[config.mk]
export PLATFORM = sky130hd
export DESIGN_NAME = seg_scan_controller
export DESIGN_NICKNAME = d
export VERILOG_FILES = /design/src/rtl/seg_pkg.sv /design/src/rtl/seg_next_digit.sv /design/src/rtl/seg_scan_controller.sv
export SDC_FILE = /design/constraint.sdc
export NUM_CORES = 1
export LEC_CHECK = 0
export CAP_MARGIN = 0
export CORE_ASPECT_RATIO = 1.5
export CORE_MARGIN = 8
export CORE_UTILIZATION = 35
export CTS_BUF_LIST = sky130_fd_sc_hd__clkbuf_4 sky130_fd_sc_hd__clkbuf_8
export DETAILED_ROUTE_END_ITERATION = 16
export SLEW_MARGIN = 30
export SYNTH_ARGS = -nofsm -noshare
export SYNTH_HDL_FRONTEND = slang
export SYNTH_HIERARCHICAL = 1
export SYNTH_SLANG_ARGS = --single-unit
[constraint.sdc]
create_clock -name clk -period 3 [get_ports clk]
set_input_delay 0.3 -clock clk [delete_from_list [all_inputs] [get_ports clk]]
set_output_delay 0.3 -clock clk [all_outputs]
set_load 0.02 [all_outputs]
[src/rtl/seg_pkg.sv]
// Shared types and constants for the seven-segment scan controller.
// SEG_SCAN_BLANK_EN adds the inter-digit BLANK state to the state type.
package seg_pkg;

  localparam int unsigned NUM_DIGITS = 4;
  localparam logic [NUM_DIGITS-1:0] ANODES_OFF = 4'hF;

`ifdef SEG_SCAN_BLANK_EN
  typedef enum logic [1:0] {
    StIdle,
    StActive,
    StBlank
  } scan_state_e;
`else
  typedef enum logic [0:0] {
    StIdle,
    StActive
  } scan_state_e;
`endif

  function automatic logic [1:0] onehot_to_index(input logic [NUM_DIGITS-1:0] oh);
    logic [1:0] idx;
    idx = 2'd0;
    for (int i = 0; i < NUM_DIGITS; i++) begin
      if (oh[i]) idx = 2'(i);
    end
    return idx;
  endfunction

endpackage

[src/rtl/seg_next_digit.sv]
// Rotating next-digit search: returns the first enabled digit after the current one,
// wrapping 3->0; the current digit is the last candidate, and an empty mask holds it.
module seg_next_digit
  import seg_pkg::*;
(
  input  logic [NUM_DIGITS-1:0] current_sel,
  input  logic [NUM_DIGITS-1:0] mask,
  output logic [NUM_DIGITS-1:0] next_sel
);

  logic [2*NUM_DIGITS-1:0] rot;
  logic [NUM_DIGITS-1:0]   cand;

  // Walk rotations from farthest to nearest so the nearest enabled candidate wins.
  always_comb begin
    next_sel = current_sel;
    rot      = '0;
    cand     = '0;
    for (int k = NUM_DIGITS; k >= 1; k--) begin
      rot  = {current_sel, current_sel} << k;
      cand = rot[2*NUM_DIGITS-1:NUM_DIGITS];
      if (|(cand & mask)) next_sel = cand;
    end
  end

endmodule

[src/rtl/seg_scan_controller.sv]
// Multiplexed seven-segment digit scanner with registered select/anode outputs.
// Define SEG_SCAN_BLANK_EN to insert BLANK_CYCLES of dark time between digits.
module seg_scan_controller
  import seg_pkg::*;
#(
  parameter int unsigned PRESCALE     = 1000,
  parameter int unsigned BLANK_CYCLES = 16
) (
  input  logic                  clk,
  input  logic                  rst,
  input  logic                  enable,
  input  logic [NUM_DIGITS-1:0] digit_en,
  output logic [NUM_DIGITS-1:0] select,
  output logic [NUM_DIGITS-1:0] anode_n,
  output logic [1:0]            digit_index,
  output logic                  tick,
  output logic                  blank
);

  if (PRESCALE < 2) begin : g_bad_prescale
    $error("seg_scan_controller: PRESCALE must be at least 2");
  end
  if (BLANK_CYCLES < 1) begin : g_bad_blank
    $error("seg_scan_controller: BLANK_CYCLES must be at least 1");
  end

  localparam int unsigned PrescW = $clog2(PRESCALE);
  localparam logic [PrescW-1:0] PrescLast = PrescW'(PRESCALE - 1);

  scan_state_e           state_q, state_d;
  logic [PrescW-1:0]     presc_q, presc_d;
  logic [NUM_DIGITS-1:0] select_q, select_d;
  logic [NUM_DIGITS-1:0] anode_q, anode_d;
  logic [1:0]            index_q;
  logic                  tick_q, tick_d;
  logic                  blank_q;
  logic [NUM_DIGITS-1:0] nd_cur, nd_next;

`ifdef SEG_SCAN_BLANK_EN
  localparam int unsigned BlankW = $clog2(BLANK_CYCLES + 1);
  localparam logic [BlankW-1:0] BlankLast = BlankW'(BLANK_CYCLES - 1);
  logic [BlankW-1:0] blank_cnt_q, blank_cnt_d;
`endif

  // Seeding with the top digit makes the rotation yield the lowest enabled digit.
  assign nd_cur = (state_q == StIdle) ? {1'b1, {(NUM_DIGITS - 1){1'b0}}} : select_q;

  seg_next_digit u_next_digit (
    .current_sel (nd_cur),
    .mask        (digit_en),
    .next_sel    (nd_next)
  );

  always_comb begin
    state_d  = state_q;
    presc_d  = presc_q;
    select_d = select_q;
    tick_d   = 1'b0;
`ifdef SEG_SCAN_BLANK_EN
    blank_cnt_d = blank_cnt_q;
`endif
    case (state_q)
      StIdle: begin
        if (enable && |digit_en) begin
          select_d = nd_next;
          tick_d   = 1'b1;
          presc_d  = '0;
`ifdef SEG_SCAN_BLANK_EN
          state_d     = StBlank;
          blank_cnt_d = '0;
`else
          state_d = StActive;
`endif
        end
      end
      StActive: begin
        if (!enable) begin
          state_d = StIdle;
          presc_d = '0;
        end else if (presc_q != PrescLast) begin
          presc_d = presc_q + 1'b1;
        end else begin
          presc_d = '0;
          if (digit_en == '0) begin
            state_d = StIdle;
          end else begin
            select_d = nd_next;
            tick_d   = 1'b1;
`ifdef SEG_SCAN_BLANK_EN
            state_d     = StBlank;
            blank_cnt_d = '0;
`endif
          end
        end
      end
`ifdef SEG_SCAN_BLANK_EN
      StBlank: begin
        if (!enable) begin
          state_d     = StIdle;
          blank_cnt_d = '0;
        end else if (blank_cnt_q != BlankLast) begin
          blank_cnt_d = blank_cnt_q + 1'b1;
        end else begin
          state_d     = StActive;
          blank_cnt_d = '0;
          presc_d     = '0;
        end
      end
`endif
      default: state_d = StIdle;
    endcase

    // Anodes decode from select_q: without blanking this trails select by one edge,
    // with blanking select_q already equals select_d whenever ACTIVE continues.
    anode_d = ANODES_OFF;
    if (state_d == StActive && state_q != StIdle) anode_d = ~(select_q & digit_en);
  end

  always_ff @(posedge clk) begin
    if (rst) begin
      state_q  <= StIdle;
      presc_q  <= '0;
      select_q <= {{(NUM_DIGITS - 1){1'b0}}, 1'b1};
      anode_q  <= ANODES_OFF;
      index_q  <= 2'd0;
      tick_q   <= 1'b0;
      blank_q  <= 1'b1;
`ifdef SEG_SCAN_BLANK_EN
      blank_cnt_q <= '0;
`endif
    end else begin
      state_q  <= state_d;
      presc_q  <= presc_d;
      select_q <= select_d;
      anode_q  <= anode_d;
      index_q  <= onehot_to_index(select_d);
      tick_q   <= tick_d;
      blank_q  <= (anode_d == ANODES_OFF);
`ifdef SEG_SCAN_BLANK_EN
      blank_cnt_q <= blank_cnt_d;
`endif
    end
  end

  assign select      = select_q;
  assign anode_n     = anode_q;
  assign digit_index = index_q;
  assign tick        = tick_q;
  assign blank       = blank_q;

endmodule
Yosys cells after proc, flatten, opt, wreduce, memory -nomap -nowiden
Cells that the tools add are included.
{"block": "op_classes", "n_eq_ne": 6, "mux": 25, "reduce_logical": 8, "bitwise": 6, "add_sub_neg": 1}
{"op": "$mux 4", "count": 9}
{"op": "$mux 10", "count": 3}
{"op": "$pmux 10 s2", "count": 1}
{"op": "$and 4x4->4", "count": 4}
{"op": "$reduce_or 4->1", "count": 4}
{"op": "$add 10x1->10 const B", "count": 1}
{"op": "$ne 10x10->1 const B", "count": 1}
{"op": "$pmux 4 s2", "count": 1}
{"op": "$mux 1", "count": 7}
{"op": "$ne 2x2->1 const B", "count": 3}
{"op": "$eq 4x4->1 const B", "count": 1}
{"op": "$logic_not 4->1", "count": 1}
{"op": "$mux 2", "count": 2}
{"op": "$not 4->4", "count": 1}
{"op": "$pmux 1 s2", "count": 2}
{"op": "$reduce_and 4->1", "count": 1}
{"op": "$logic_and 1x1->1", "count": 2}
{"op": "$ne 2x1->1 const B", "count": 1}
{"op": "$not 1->1", "count": 1}
{"block": "word_totals", "wordCells": 54, "out_inout_bits": 12, "ff_bits": 23, "inputBits": 7}

Depth between registers and ports, before layout
{"block": "logic_depth", "depth_word": 13, "mapped_depth": 10, "ltp_nobuf": 8}

Modules after synthesis
The synthesis kept the hierarchy.
{"module": "seg_scan_controller", "cells_each": 117, "n_inst": 1, "seq_area_each_um2": 460.4, "area_each_um2": 1029.7}
{"module": "seg_next_digit", "cells_each": 43, "n_inst": 1, "seq_area_each_um2": 0.0, "area_each_um2": 282.8}

Worst setup path after synthesis
No wires, ideal clock.
{"block": "synth_timing", "kind": "flip-flop to flip-flop", "start": "reg state_q", "end": "reg index_q[0], in the netlist digit_index[0]", "t_required_ns": 2.914, "stages_incl_launch_ff": 11, "synth_period_minus_slack_ns": 2.291, "arrival_time_ns": 2.205, "setup_time_ns": 0.086, "path_buffers": 2, "slack_ns": 0.709, "path_cell_list": "dfxtp_1 -> clkbuf_1 -> nand2b_1 -> buf_6 -> a222oi_1 -> nand2b_1 -> o32ai_1 -> a21oi_1 -> inv_1 -> a21oi_1 -> a211oi_1"}
{"block": "synth_between", "word_cells_on_any_way": 19, "cone_classes": "mux (12); bitwise (4); reduce/logical (3)"}
{"element": "start, declared", "line": "seg_scan_controller.sv:30", "text": "scan_state_e state_q, state_d;"}
{"element": "start signal, assigned", "line": "seg_scan_controller.sv:121", "text": "state_q <= StIdle;"}
{"element": "start signal, assigned", "line": "seg_scan_controller.sv:132", "text": "state_q <= state_d;"}
{"element": "$mux 4 *", "line": "seg_scan_controller.sv:46", "text": "assign nd_cur = (state_q == StIdle) ? {1'b1, {(NUM_DIGITS - 1){1'b0}}} : select_q;"}
{"element": "via nd_cur[3]", "line": "seg_scan_controller.sv:37", "text": "logic [NUM_DIGITS-1:0] nd_cur, nd_next;"}
{"element": "$and 4x4->4", "line": "seg_next_digit.sv:22", "text": "if (|(cand & mask)) next_sel = cand;"}
{"element": "$reduce_or 4->1", "line": "seg_next_digit.sv:22"}
{"element": "$mux 4 (2 in series)", "line": "seg_next_digit.sv:22"}
{"element": "$mux 4 *", "line": "seg_next_digit.sv:22"}
{"element": "via nd_next[2]", "line": "seg_scan_controller.sv:37"}
{"element": "$mux 4", "line": "seg_scan_controller.sv:84", "text": "if (digit_en == '0) begin"}
{"element": "$mux 4", "line": "seg_scan_controller.sv:80", "text": "end else if (presc_q != PrescLast) begin"}
{"element": "$mux 4", "line": "seg_scan_controller.sv:77", "text": "if (!enable) begin"}
{"element": "$pmux 4 s2 *", "line": "seg_scan_controller.sv:62", "text": "case (state_q)"}
{"element": "$mux 2 * (2 in series)", "line": "seg_pkg.sv:25", "text": "if (oh[i]) idx = 2'(i);"}
{"element": "end signal, assigned", "line": "seg_scan_controller.sv:136", "text": "index_q <= onehot_to_index(select_d);"}
{"element": "end, declared", "line": "seg_scan_controller.sv:34", "text": "logic [1:0] index_q;"}
Mark *: on every way through the listed nets, which the timed path passes. The rest lies on a longest branch. The select of a mux whose other input is x is not followed.
A chain may end at the register's enable or synchronous reset.

Worst setup path after layout
{"block": "layout_timing", "start": "reg state_q", "end": "reg index_q[0], in the netlist digit_index[0]"}
{"block": "layout_between", "elab_chain_cells": 13, "word_cells_on_any_way": 19, "cone_classes": "mux (12); bitwise (4); reduce/logical (3)"}
{"element": "$mux 4 *", "line": "seg_scan_controller.sv:46"}
{"element": "via nd_cur[1]", "line": "seg_scan_controller.sv:37"}
{"element": "$and 4x4->4", "line": "seg_next_digit.sv:22"}
{"element": "$reduce_or 4->1", "line": "seg_next_digit.sv:22"}
{"element": "$mux 4 (2 in series)", "line": "seg_next_digit.sv:22"}
{"element": "$mux 4 *", "line": "seg_next_digit.sv:22"}
{"element": "via nd_next[1]", "line": "seg_scan_controller.sv:37"}
{"element": "$mux 4", "line": "seg_scan_controller.sv:84"}
{"element": "$mux 4", "line": "seg_scan_controller.sv:80"}
{"element": "$mux 4", "line": "seg_scan_controller.sv:77"}
{"element": "$pmux 4 s2 *", "line": "seg_scan_controller.sv:62"}
{"element": "$mux 1 *", "line": "seg_pkg.sv:25"}
{"element": "$mux 2 * (2 in series)", "line": "seg_pkg.sv:25"}
Marks and branches as above.

==> impl_metrics.py <==
metrics = {
    "yosys": {
        "ys_seq_elements": 23,
        "synth.avg_cell_area_um2": 8.20,
        "synthArstFlopShare_pct": 0,
        "synthCells": 160,
        "synth_top_family_by_area": "compound AO/OA/AOI/OAI gates",
        "synth_compound_area_share_pct": 28.3,
        "synth_fa_ha_area_share_pct": 0.953,
        "synth_enable_flop_cells": 0,
        "synth_area_um2": 1310,
        "ys_seq_area_share_pct": 35.1,
        "ys.flop_type": "dfxtp_1",
        "synthSimpleGateAreaFrac_pct": 27.1,
        "synthMuxAreaShare_pct": 3.91,
        "synth_nets": 168,
        "synth.distinct_cells": 43,
        "synth_xor_area_share_pct": 0.667,
        "synth_warnings": 6,
    },
    "detailed_routing": {
        "drc": 0,
        "antenna_left": 0,
        "routed_via_density": 5.60,
        "initialDrtViolationCount": 180,
        "vias": 1243,
        "wl_per_cell_um": 14.5,
        "wl_um": 3220,
        "drt-pass1-iter-count": 4,
    },
    "sta": {
        "max-slew-margin-rel_pct": 60.8,
        "hold_ws_ns": 0.476,
        "worst_pin_slew_ns": 0.584,
        "timing.final.ws_setup_ns": 0.564,
        "skew_ns": 0.00236,
        "hold_violations": 0,
        "tns_ns": 0,
        "slew_violations": 0,
        "min_period_ns": 2.44,
        "fmax_mhz": 410,
        "rsz0062_at_grt": "false",
        "setup_viol": 0,
        "timing.final.crit_share_pct": 81.2,
    },
    "grt": {
        "grt_usage_pct": 11.1,
        "globalRouteOverflowTotal": 0,
        "grt_max_degree": 16,
        "first_global_vias": 1273,
        "grt_first_pass_wirelength_um": 5610,
        "antenna_found_initial": 0,
    },
    "worst_setup_path": {
        "slowest_stage": "dfxtp_1",
        "rrSetupSlack_ns": 0.56,
        "required_ns": 3.13,
        "worstSetupEndpointType": "register",
        "cp.arrival_ns": 2.57,
        "startpoint": "state_q",
        "slowest_delay_ns": 0.55,
        "crit_buf_inv": 0,
        "critPathMostFrequentCell": "a221o_1",
        "crit_chain": "and2_1 -> a22o_1 -> a221o_1 -> mux2_1 -> a221o_1 -> a21oi_1 -> a211oi_1",
        "crit_family": "compound AO/OA/AOI/OAI gates",
        "cp_max_fo": 11,
        "rr_startpoint": "state_q",
        "crit_type": "register to register",
        "cp-start-kind": "register",
    },
    "clock_network": {
        "postCtsHoldBufs": 0,
        "clk_latency_ns": 0.25,
        "clkTransAtPathRegs_ns": 0.08,
        "h-tree-depth": 1,
        "cts_tree": "built",
        "cts.sinks": 23,
        "cts_setup_buffers": 0,
        "cts-resized-gates": 0,
        "root_buffer": "clkbuf_8",
        "cts.path.max_buffers": 2,
        "numCtsBuffers": 3,
    },
    "placement": {
        "dp_hpwl_um": 2430,
        "place_ws_ns": 0.529,
        "gp_congestion": 0.799,
        "port-buffer-count": 18,
    },
    "min_path": {
        "hp-start": "select[0]",
        "hp-class": "register to register",
    },
    "floorplan": {
        "num_rows": 27,
        "start_util_pct": 36.0,
        "die_h_um": 91,
        "boundaryPins": 19,
        "die_w_um": 66,
        "fp.coreArea_um2": 3650,
        "die-area_um2": 6010,
    },
    "power": {
        "p_leak_nw": 0.565,
        "irDropWorstVdd_mv": 0.282,
        "power_density_nw_per_um2": 416,
    },
    "run_status": {
        "status": "finished clean",
    },
    "final_layout": {
        "drive_above_1_share_pct": 8.38,
        "antennaDiodeCount": 0,
        "fin_nets": 188,
        "area_delta_synth_final_pct": 20.4,
    },
    "job": {
        "maxCapViolCount": 0,
    },
}
## cells in the mapped netlist (2+ instances only)
library cell / number / area [µm²]
a211oi_1: 4 / 30.0
a21oi_1: 9 / 45.0
a221o_1: 3 / 30.0
a22o_1: 2 / 17.5
a22oi_1: 3 / 22.5
a31oi_1: 2 / 12.5
and2_1: 5 / 31.3
and3_1: 2 / 12.5
buf_6: 2 / 22.5
clkbuf_1: 4 / 15.0
dfxtp_1: 23 / 460
inv_1: 4 / 15.0
mux2i_1: 4 / 40.0
nand2_1: 19 / 71.3
nand2b_1: 5 / 31.3
nand3_1: 8 / 40.0
nor2_1: 11 / 41.3
nor2b_1: 4 / 25.0
nor3_1: 5 / 25.0
nor3b_1: 2 / 15.0
o21a_1: 2 / 15.0
o21ai_0: 11 / 55.1
o21ai_1: 3 / 15.0
o31ai_1: 2 / 15.0
or2_2: 3 / 18.8
## where the power goes
group / leakage [nW] / internal (mW) / total (mW) / switching, mW
Combinational: 0.352 / 0.0617 / 0.139 / 0.0773
Clock: 0.0262 / 0.103 / 0.195 / 0.0912
Sequential: 0.187 / 0.315 / 0.324 / 0.00943
Total: 0.565 / 0.480 / 0.658 / 0.178
## flip-flops by register name (all words and copies together) (netlist names)
name	cells
digit_index	2
tick	1
anode_n	4
select	4
blank	1
state_q	1
presc_q	10
## cell families (layout without fill, tap and decap cells)
logic type	after synthesis	in the layout
adder cells (fa/ha/maj)	1	1
buffers and inverters	10	29
AO/OA/AOI/OAI	51	51
AND/OR/NAND/NOR	69	69
XOR/XNOR	1	1
multiplexers	5	5
flip-flops	23	23
## per-layer routing
metal  part of all wire, %  global-route usage [%]
met2                    53                    20.2
met5                     0                       0
met3                   5.0                    1.85
met4                   1.2                    4.83
met1                    41                    12.0
## final timing paths
| path | end | cells past startpoint |
|---|---|---|
| worst max-delay path | digit_index[0] | 7 |
| worst min-delay path | anode_n[0] | 1 |
| worst min register to register | anode_n[0] | 1 |
| worst max register to register | digit_index[0] | 7 |
## cells in the final DEF, fill, tap and decap left out, drive strengths merged, types with 5 or more instances in the layout
| cell | count |
|---|---|
| nand2 | 19 |
| nand3 | 8 |
| nor3 | 5 |
| a21oi | 10 |
| o21ai | 14 |
| dfxtp | 23 |
| nand2b | 5 |
| clkdlybuf4s50 | 18 |
| nor2 | 12 |
| and2 | 5 |
## cell type report
| class | instances | area [µm²] |
|---|---|---|
| multi-input combinational | 127 | 800 |
| sequential | 23 | 460 |
| tap | 43 | 53.8 |
| clock buffer | 4 | 48.8 |
| inverter | 4 | 15.0 |
| fill | 390 | 2070 |
| timing repair buffer | 21 | 203 |
## metrics by stage
step / power, mW / utilization (%) / cells / instance area, µm²
global placement: 0.469 / 42.0 / 218 / 1530
global route: 0.693 / 43.3 / 222 / 1580
CTS: 0.666 / 43.3 / 222 / 1580
detailed placement: 0.470 / 42.0 / 218 / 1530
finish: 0.658 / 43.3 / 222 / 1580
floorplan: 0.419 / - / 160 / 1310
(Power assumes the default switching activity.)
